File: src/rtl/window_pkg.sv
// Shared types and constants for the SPARC V8 register-window controller.
// WINDOW_SPILL_FILL_EN adds the spill/fill sequencer states to the state enum.
package window_pkg;

  localparam int NWIN_DEFAULT = 4;
  localparam int SPILL_WORDS  = 16;
  localparam int SPILL_R_BASE = 16;

  localparam logic [1:0] TRAP_NONE = 2'd0;
  localparam logic [1:0] TRAP_OVF  = 2'd1;
  localparam logic [1:0] TRAP_UNF  = 2'd2;

`ifdef WINDOW_SPILL_FILL_EN
  typedef enum logic [2:0] {IDLE, RESP, SP_RD, SP_WR, FL_REQ, FL_WR, ROT} state_t;
`else
  typedef enum logic {IDLE, RESP} state_t;
`endif

endpackage

File: src/rtl/window_controller_spill_seq.sv
// Spill/fill word sequencer: owns the word counter k, the captured data word and
// the register-file / memory handshake strobes. Only exists with WINDOW_SPILL_FILL_EN.
`ifdef WINDOW_SPILL_FILL_EN
module window_spill_seq
  import window_pkg::*;
#(
  parameter int AW = 32
) (
  input  logic          Clk,
  input  logic          Clr,
  input  state_t        state,
  input  logic [1:0]    win,
  input  logic [AW-1:0] spill_base,
  input  logic [31:0]   rf_rd_data,
  input  logic [31:0]   mem_rdata,
  input  logic          mem_ack,
  output logic          k_last,
  output logic [1:0]    rf_window,
  output logic [4:0]    rf_r_num,
  output logic          rf_rd_en,
  output logic          rf_wr_en,
  output logic [31:0]   rf_wr_data,
  output logic          mem_req,
  output logic          mem_we,
  output logic [AW-1:0] mem_addr,
  output logic [31:0]   mem_wdata
);

  logic [3:0]  k_reg;
  logic [31:0] word_reg;
  logic        active;

  always_ff @(posedge Clk or negedge Clr) begin
    if (!Clr) begin
      k_reg    <= '0;
      word_reg <= '0;
    end else begin
      case (state)
        RESP:    k_reg <= '0;
        SP_RD:   word_reg <= rf_rd_data;
        SP_WR:   if (mem_ack) k_reg <= k_reg + 4'd1;
        FL_REQ:  if (mem_ack) word_reg <= mem_rdata;
        FL_WR:   k_reg <= k_reg + 4'd1;
        default: ;
      endcase
    end
  end

  // Address/number outputs are zeroed outside the word states so idle outputs stay quiet.
  assign active     = (state == SP_RD) || (state == SP_WR) || (state == FL_REQ) || (state == FL_WR);
  assign k_last     = (k_reg == 4'(SPILL_WORDS - 1));
  assign rf_window  = active ? win : 2'd0;
  assign rf_r_num   = active ? (5'(SPILL_R_BASE) + {1'b0, k_reg}) : 5'd0;
  assign rf_rd_en   = (state == SP_RD);
  assign rf_wr_en   = (state == FL_WR);
  assign rf_wr_data = (state == FL_WR) ? word_reg : 32'd0;
  assign mem_req    = (state == SP_WR) || (state == FL_REQ);
  assign mem_we     = (state == SP_WR);
  assign mem_addr   = mem_req ? (spill_base + AW'({k_reg, 2'b00})) : '0;
  assign mem_wdata  = (state == SP_WR) ? word_reg : 32'd0;

endmodule
`endif

File: src/rtl/window_controller.sv
// SPARC V8 window manager: CWP/WIM registers and SAVE/RESTORE execution.
// WINDOW_SPILL_FILL_EN replaces overflow/underflow traps with a hardware spill/fill of r16-r31.
module window_controller
  import window_pkg::*;
#(
  parameter int NWIN = NWIN_DEFAULT,
  parameter int AW   = 32
) (
  input  logic            Clk,
  input  logic            Clr,
  input  logic            op_valid,
  input  logic            op_restore,
  output logic            op_ready,
  input  logic            cwp_wr_en,
  input  logic [1:0]      cwp_wr_data,
  input  logic            wim_wr_en,
  input  logic [NWIN-1:0] wim_wr_data,
  output logic [1:0]      current_window,
  output logic [NWIN-1:0] wim,
  output logic            done,
  output logic            trap,
  output logic [1:0]      trap_type
`ifdef WINDOW_SPILL_FILL_EN
  ,
  output logic [1:0]      rf_window,
  output logic [4:0]      rf_r_num,
  output logic            rf_rd_en,
  input  logic [31:0]     rf_rd_data,
  output logic            rf_wr_en,
  output logic [31:0]     rf_wr_data,
  input  logic [AW-1:0]   spill_base,
  output logic            mem_req,
  output logic            mem_we,
  output logic [AW-1:0]   mem_addr,
  output logic [31:0]     mem_wdata,
  input  logic [31:0]     mem_rdata,
  input  logic            mem_ack
`endif
);

  localparam logic [NWIN-1:0] WIM_RESET = NWIN'(2);

  state_t          state_reg, state_next;
  logic [1:0]      cwp_reg;
  logic [NWIN-1:0] wim_reg;
  logic            restore_reg;
  logic            inv_reg;
  logic [1:0]      save_win, restore_win, new_win;
  logic            accept;

  assign save_win    = (cwp_reg == 2'd0) ? 2'(NWIN - 1) : cwp_reg - 2'd1;
  assign restore_win = (cwp_reg == 2'(NWIN - 1)) ? 2'd0 : cwp_reg + 2'd1;
  assign new_win     = op_restore ? restore_win : save_win;
  assign op_ready    = (state_reg == IDLE) && !cwp_wr_en && !wim_wr_en;
  assign accept      = op_valid && op_ready;

  assign current_window = cwp_reg;
  assign wim            = wim_reg;

`ifdef WINDOW_SPILL_FILL_EN
  logic [1:0] new_reg;
  logic       k_last;

  window_spill_seq #(.AW(AW)) u_seq (
    .Clk        (Clk),
    .Clr        (Clr),
    .state      (state_reg),
    .win        (new_reg),
    .spill_base (spill_base),
    .rf_rd_data (rf_rd_data),
    .mem_rdata  (mem_rdata),
    .mem_ack    (mem_ack),
    .k_last     (k_last),
    .rf_window  (rf_window),
    .rf_r_num   (rf_r_num),
    .rf_rd_en   (rf_rd_en),
    .rf_wr_en   (rf_wr_en),
    .rf_wr_data (rf_wr_data),
    .mem_req    (mem_req),
    .mem_we     (mem_we),
    .mem_addr   (mem_addr),
    .mem_wdata  (mem_wdata)
  );
`endif

  // A valid op commits CWP on the accept edge so it is visible alongside done.
  always_ff @(posedge Clk or negedge Clr) begin
    if (!Clr) begin
      state_reg   <= IDLE;
      cwp_reg     <= '0;
      wim_reg     <= WIM_RESET;
      restore_reg <= 1'b0;
      inv_reg     <= 1'b0;
`ifdef WINDOW_SPILL_FILL_EN
      new_reg     <= '0;
`endif
    end else begin
      state_reg <= state_next;
      if (state_reg == IDLE) begin
        if (cwp_wr_en) cwp_reg <= cwp_wr_data;
        if (wim_wr_en) wim_reg <= wim_wr_data;
        if (accept) begin
          restore_reg <= op_restore;
          inv_reg     <= wim_reg[new_win];
`ifdef WINDOW_SPILL_FILL_EN
          new_reg     <= new_win;
`endif
          if (!wim_reg[new_win]) cwp_reg <= new_win;
        end
      end
`ifdef WINDOW_SPILL_FILL_EN
      if (state_reg == ROT) begin
        cwp_reg <= new_reg;
        wim_reg <= restore_reg ? {wim_reg[NWIN-2:0], wim_reg[NWIN-1]}
                               : {wim_reg[0], wim_reg[NWIN-1:1]};
      end
`endif
    end
  end

  always_comb begin
    state_next = state_reg;
    done       = 1'b0;
    trap       = 1'b0;
    trap_type  = TRAP_NONE;
    case (state_reg)
      IDLE: if (accept) state_next = RESP;
      RESP: begin
`ifdef WINDOW_SPILL_FILL_EN
        if (inv_reg) begin
          state_next = restore_reg ? FL_REQ : SP_RD;
        end else begin
          done       = 1'b1;
          state_next = IDLE;
        end
`else
        state_next = IDLE;
        if (inv_reg) begin
          trap      = 1'b1;
          trap_type = restore_reg ? TRAP_UNF : TRAP_OVF;
        end else begin
          done = 1'b1;
        end
`endif
      end
`ifdef WINDOW_SPILL_FILL_EN
      SP_RD:  state_next = SP_WR;
      SP_WR:  if (mem_ack) state_next = k_last ? ROT : SP_RD;
      FL_REQ: if (mem_ack) state_next = FL_WR;
      FL_WR:  state_next = k_last ? ROT : FL_REQ;
      ROT: begin
        done       = 1'b1;
        state_next = IDLE;
      end
`endif
      default: state_next = IDLE;
    endcase
  end

endmodule

File: config.mk
export PLATFORM = sky130hd
export DESIGN_NAME = window_controller
export DESIGN_NICKNAME = d
export VERILOG_FILES = /design/src/rtl/window_pkg.sv /design/src/rtl/window_controller_spill_seq.sv /design/src/rtl/window_controller.sv
export SDC_FILE = /design/constraint.sdc
export NUM_CORES = 1
export LEC_CHECK = 0
export BUFFER_PORTS_ARGS = -buffer_cell sky130_fd_sc_hd__buf_2
export CORE_MARGIN = 5
export CORE_UTILIZATION = 40
export DETAILED_ROUTE_END_ITERATION = 8
export PLACE_DENSITY = 0.74
export SKIP_LAST_GASP = 1
export SLEW_MARGIN = 20
export SYNTH_ARGS = -nofsm -noshare
export SYNTH_HDL_FRONTEND = slang
export SYNTH_SLANG_ARGS = --single-unit
File: constraint.sdc
create_clock -name Clk -period 1.6 [get_ports Clk]
set_input_delay 0.32 -clock Clk [delete_from_list [all_inputs] [get_ports Clk]]
set_output_delay 0.32 -clock Clk [all_outputs]
set_load 0.02 [all_outputs]
==> impl_metrics.py, run 1 <==
metrics = {
    "synth": {
        "syn-num-nets": 69,
        "synth.area.top_cells": "dfrtp_1, mux2_2, dfstp_2",
        "syn_area_um2": 559,
        "ys.warnings.count": 0,
        "ys_ff_latch": 9,
        "netlist.area_leader.share": 0.358,
        "syn_inst": 55,
        "seq_area_frac_synth": 0.405,
        "synth_top_cell_by_area": "dfrtp_1",
        "avgSynthCellArea_um2": 10.2,
        "yosys.cell_types.count": 28,
    },
    "power": {
        "powerDensity_mw_per_mm2": 1050,
        "leakagePower_uw": 0.000382,
        "peakVddDrop_mv": 0.519,
    },
    "drt": {
        "viasPerCell": 5.18,
        "wl_per_cell_um": 14.5,
        "wirelength_mm": 1.47,
        "drt-pass1-iter-count": 2,
        "antenna_left": 0,
        "drc": 0,
        "dr.first_iter.drc_count": 4,
        "via_count": 523,
    },
    "finish": {
        "final_cells": 101,
        "diodes": 0,
        "syn2layout_area_growth_pct": 43.6,
        "drive_gt1_frac": 0.581,
        "largest_reg_flops": 4,
        "fin_nets": 101,
        "utilization": 0.610,
    },
    "sta": {
        "relSlewSlack": 0.809,
        "final_max_slew_viol_count": 0,
        "fin_hold_ws_ps": 286,
        "rsz0062_at_grt": "yes",
        "clock.fmax_mhz": 605,
        "worst_slack_ps": -53.8,
        "fin_setup_tns_ps": -71.3,
        "setup_violations": 2,
        "fin_worst_skew_ps": 1.09,
        "hold_viol_final": 0,
        "post-route-min-period_ps": 1650,
        "fin_crit_sh": 1.03,
        "worstMarginPinSlew_ps": 284,
    },
    "die": {
        "ios": 23,
        "die_w_um": 47.4,
        "floorplan.initialDensity": 0.425,
        "core_area_mm2": 0.00132,
        "rows": 13,
        "die_y_um": 47.4,
        "die_area_mm2": 0.00225,
    },
    "global_route": {
        "antenna_found_initial": 0,
        "grt_overflow": 0,
        "grt_pass1_wl_mm": 2.08,
        "grt_pass1_vias": 503,
        "grtUsageTotal": 0.139,
        "grt_max_degree": 10,
    },
    "critical_path": {
        "rrSetupSlack_ps": -50,
        "path_class": "flop to flop",
        "startpoint": "current_window[0]",
        "path_max_fanout": 8,
        "crit_arrival_ps": 1790,
        "critPathCapture": "current_window[0]",
        "r2r-end": "current_window[0]",
        "cp-start-kind": "flop",
        "cp.required_ps": 1740,
        "critPathCaptureType": "flop",
        "ff2ff_path_depth": 7,
        "reg2reg_from": "current_window[0]",
    },
    "run_status": {
        "violations": "setup timing",
        "status": "complete, but fails checks",
    },
    "run": {
        "drv_cap": 0,
    },
    "place": {
        "dpl.hpwl_mm": 1.12,
        "dp_cells": 95,
        "port_buffers": 22,
        "gp_congestion": 0.779,
        "dp_slack_ps": -89.5,
    },
    "cts": {
        "cts_buffers": 3,
        "cts_tree": "yes",
        "clock_path_buffers": 2,
        "h-tree-depth": 1,
        "clk_pin_slew_ps": 60,
        "cts_num_sinks": 9,
        "clk_latency_ps": 270,
        "clock-root-buffer": "clkbuf_4",
    },
    "min_path": {
        "min_path_type": "primary input to flop",
    },
}
layout make-up:
cell class / instances / area, µm²
Clock buffer: 4 / 26.3
Fill cell: 111 / 514
Inverter: 3 / 11.3
Multi-Input combinational cell: 41 / 353
Sequential cell: 9 / 229
Tap cell: 15 / 18.8
Timing Repair Buffer: 29 / 165
logic make-up (layout without fill, tap and decap cells):
| kind of cell | after synthesis | after routing | synth area share |
|---|---|---|---|
| simple gates | 20 | 20 | 0.208 |
| fa+ha+maj | 2 | 2 | 0.0447 |
| mux | 5 | 5 | 0.101 |
| compound gates | 13 | 13 | 0.179 |
| xor+xnor | 1 | 1 | 0.0157 |
| buf+inv | 5 | 36 | 0.0470 |
| flops | 9 | 9 | 0.405 |
critical path, cell delays in order (launching register included):
cell and delay [ps]:
dfrtp_2 390, inv_2 60, ha_4 310, nand2b_4 130, a21oi_2 60, o311ai_4 280, and4_1 260, a211oi_2 40
power breakdown:
group | switching (µW) | internal, µW | leakage, µW | total, µW
clock | 87.6 | 96.5 | 0.0000150 | 184
combinational | 188 | 168 | 0.000264 | 356
sequential | 35.2 | 271 | 0.000103 | 306
metrics by stage:
step / total power [µW] / cell area [µm²]
finish: 846 / 803
global placement: 606 / 726
detailed placement: 615 / 726
floorplan: 516 / 578
CTS: 826 / 781
global route: 897 / 803
placed cells by master (no fill, tap or decap), drive strengths merged:
master	netlist	routed
xor2	1	1
and2b	1	1
o311ai	1	1
a21boi	1	1
o21ai	2	2
dfrtp	8	8
nor2b	4	4
o31ai	1	1
o211ai	1	1
a31oi	1	1
mux2	5	5
nor2	4	4
buf	2	28
nor3	1	1
inv	3	3
clkbuf	0	4
a211oi	3	3
nand2	3	3
a21o	1	1
and3	1	1
and2	2	2
dfstp	1	1
and4	1	1
ha	2	2
dlygate4sd3	0	1
nand4	1	1
nand3b	1	1
a21oi	2	2
nand2b	1	1
cell usage after synthesis (all sizes together):
master / number
and4: 1
and2: 2
dfrtp: 8
nor2b: 4
inv: 3
o31ai: 1
o211ai: 1
o311ai: 1
nor3: 1
mux2: 5
ha: 2
xor2: 1
buf: 2
o21ai: 2
a21oi: 2
and2b: 1
a21o: 1
nand2: 3
a211oi: 3
a31oi: 1
nand4: 1
nand3b: 1
a21boi: 1
nand2b: 1
dfstp: 1
nor2: 4
and3: 1
worst min-delay path by stage:
stage              startpoint                 to  slack (ps)  depth (start not counted)
2_1_floorplan             Clr  current_window[0]          20                          0
3_3_place_gp              Clr          state_reg         180                          1
3_5_place_dp              Clr          state_reg         180                          1
4_1_cts        wim_wr_data[1]             wim[1]         280                          2
5_1_grt        wim_wr_data[1]             wim[1]         280                          2
6_report       wim_wr_data[2]             wim[2]         290                          2
per-layer routing:
| layer | global-route usage | vias up | routed length [µm] |
|---|---|---|---|
| met5 | 0 | - | 0 |
| met1 | 0.168 | 239 | 611 |
| met2 | 0.225 | 23 | 700 |
| met3 | 0.0383 | 3 | 134 |
| li1 | - | 258 | - |
| met4 | 0.0663 | 0 | 19 |
timing repair:
item | CTS | global route
buffers inserted | 1 | 0
gates cloned | 0 | 0
hold endpoints to repair | 8 | 0
resized for setup | 3 | 5
hold buffers | 1 | 0
pin swaps | 5 | 2
setup endpoints to repair | 3 | 3
Power figures use the tool's default switching activity.
==> run 2: changes to the inputs <==
--- a/config.mk
+++ b/config.mk
@@ -9,7 +9,7 @@
 export CORE_MARGIN = 5
 export CORE_UTILIZATION = 40
 export DETAILED_ROUTE_END_ITERATION = 8
-export PLACE_DENSITY = 0.74
+export PLACE_DENSITY = 0.8
 export SKIP_LAST_GASP = 1
 export SLEW_MARGIN = 20
 export SYNTH_ARGS = -nofsm -noshare
==> impl_metrics.py, run 2 (synthesized netlist as in run 1, its figures left out) <==
metrics = {
    "sta": {
        "setup_violations": 3,
        "hold_viol_final": 0,
        "worstMarginPinSlew_ps": 287,
        "final_max_slew_viol_count": 0,
        "worst_slack_ps": -137,
        "fin_worst_skew_ps": 5.07,
        "fin_crit_sh": 1.09,
        "clock.fmax_mhz": 576,
        "post-route-min-period_ps": 1740,
        "fin_setup_tns_ps": -280,
        "relSlewSlack": 0.808,
        "rsz0062_at_grt": "yes",
    },
    "run_status": {
        "violations": "setup timing",
        "status": "complete, but fails checks",
    },
    "critical_path": {
        "crit_buf_inv": 1,
        "path_class": "flop to flop",
        "critPathCaptureType": "flop",
        "cp-start-kind": "flop",
        "crit_arrival_ps": 1900,
        "r2r-end": "current_window[1]",
        "max_stage_delay_ps": 380,
        "reg2reg_from": "current_window[0]",
        "cp.required_ps": 1760,
        "rrSetupSlack_ps": -140,
        "ff2ff_path_depth": 7,
        "critPathTopFamily": "compound AO/OA/AOI/OAI gates",
        "path_cells": "inv_2 -> ha_4 -> nand2b_4 -> a21oi_4 -> o311ai_4 -> a31oi_1 -> o211ai_1",
        "path_max_fanout": 7,
        "critPathSlowestCell": "dfrtp_2",
    },
    "finish": {
        "fin_nets": 106,
        "mostFrequentLayoutCell": "buf_2",
        "diodes": 0,
        "mostFrequentLayoutCells": "buf_2, buf_4, dfrtp_1, mux2_2, nor2_1",
        "syn2layout_area_growth_pct": 53.2,
        "drive_gt1_frac": 0.626,
        "largest_reg_flops": 4,
    },
    "drt": {
        "drt-pass1-iter-count": 3,
        "dr.first_iter.drc_count": 2,
        "wirelength_mm": 1.57,
        "via_count": 557,
        "viasPerCell": 5.25,
        "drc": 0,
        "wl_per_cell_um": 14.8,
        "antenna_left": 0,
    },
    "global_route": {
        "grt_overflow": 0,
        "grt_max_degree": 10,
        "grt_pass1_wl_mm": 2.35,
        "grtUsageTotal": 0.154,
        "antenna_found_initial": 0,
        "grt_pass1_vias": 561,
    },
    "cts": {
        "clk_latency_ps": 260,
        "clk_pin_slew_ps": 60,
        "clock_path_buffers": 2,
        "h-tree-depth": 1,
        "cts_tree": "yes",
        "clock-root-buffer": "clkbuf_4",
        "cts_num_sinks": 9,
        "cts_buffers": 3,
    },
    "power": {
        "peakVddDrop_mv": 0.607,
        "switching_power_uw": 313,
        "leakagePower_uw": 0.000406,
        "seqPwrFrac": 0.354,
        "p_comb_frac": 0.450,
        "clkPwrFrac": 0.196,
        "p_int_uw": 563,
        "powerDensity_mw_per_mm2": 1020,
        "p_sw_frac": 0.357,
    },
    "min_path": {
        "hold_path.startpoint": "wim_wr_data[2]",
        "min_path_type": "primary input to flop",
        "hold_depth": 2,
        "min_to": "wim[2]",
    },
    "place": {
        "dpl.hpwl_mm": 1.07,
        "gp_congestion": 0.762,
        "port_buffers": 22,
        "dp_slack_ps": -70.7,
    },
    "die": {
        "die_area_mm2": 0.00225,
        "floorplan.initialDensity": 0.425,
        "rows": 13,
        "core_area_mm2": 0.00132,
        "die_y_um": 47.4,
        "die_w_um": 47.4,
        "ios": 23,
    },
    "run": {
        "drv_cap": 0,
    },
}
==> run 2: worst reg2reg max path: stages (launching register included) <==
cell,delay [ps]
dfrtp_2,380
inv_2,60
ha_4,290
nand2b_4,130
a21oi_4,50
o311ai_4,330
a31oi_1,150
o211ai_1,240
==> run 2: per-layer routing <==
layer / vias up / GRT usage / wire length, µm
met4: 0 / 0.133 / 87
met2: 27 / 0.230 / 769
met5: - / 0 / 0
li1: 270 / - / -
met3: 10 / 0.0690 / 112
met1: 250 / 0.163 / 600
==> run 2: per-stage QoR <==
stage,cells,total power (µW),hold WS (ps),area (µm²),utilization
after floorplan,55,516,24.4,578,-
after global placement,95,608,178,726,0.551
after detailed placement,95,615,184,726,0.551
after CTS,102,808,292,785,0.595
after global routing,106,935,279,857,0.651
final,106,876,297,857,0.651
==> run 2: worst max path at each step <==
| stage | startpoint | end | cells past startpoint |
|---|---|---|---|
| finish | current_window[0] | current_window[1] | 7 |
| global route | current_window[0] | current_window[1] | 7 |
| CTS | current_window[0] | current_window[0] | 7 |
| detailed placement | current_window[0] | current_window[0] | 7 |
| global placement | current_window[1] | current_window[0] | 7 |
| floorplan | current_window[0] | current_window[0] | 8 |
==> run 2: power groups by stage <==
stage / registers, µW / logic (µW) / clock network (µW)
floorplan: 332 / 184 / 0
global placement: 305 / 303 / 0
detailed placement: 307 / 307 / 0
CTS: 306 / 325 / 177
global route: 317 / 421 / 197
finish: 310 / 394 / 172
==> run 2: cell type report <==
class,count,area (µm²)
Timing Repair Buffer,34,209
Sequential cell,9,229
Multi-Input combinational cell,41,363
Tap cell,15,18.8
Inverter,3,11.3
Clock buffer,4,26.3
Fill cell,115,460
==> run 2: repair_timing <==
item / in CTS / in global routing
buffers inserted: 2 / 4
gates cloned: 0 / 0
hold buffers: 1 / 0
setup endpoints to repair: 3 / 4
pin swaps: 3 / 7
endpoints found under the hold margin: 8 / 0
gates resized for setup: 4 / 9
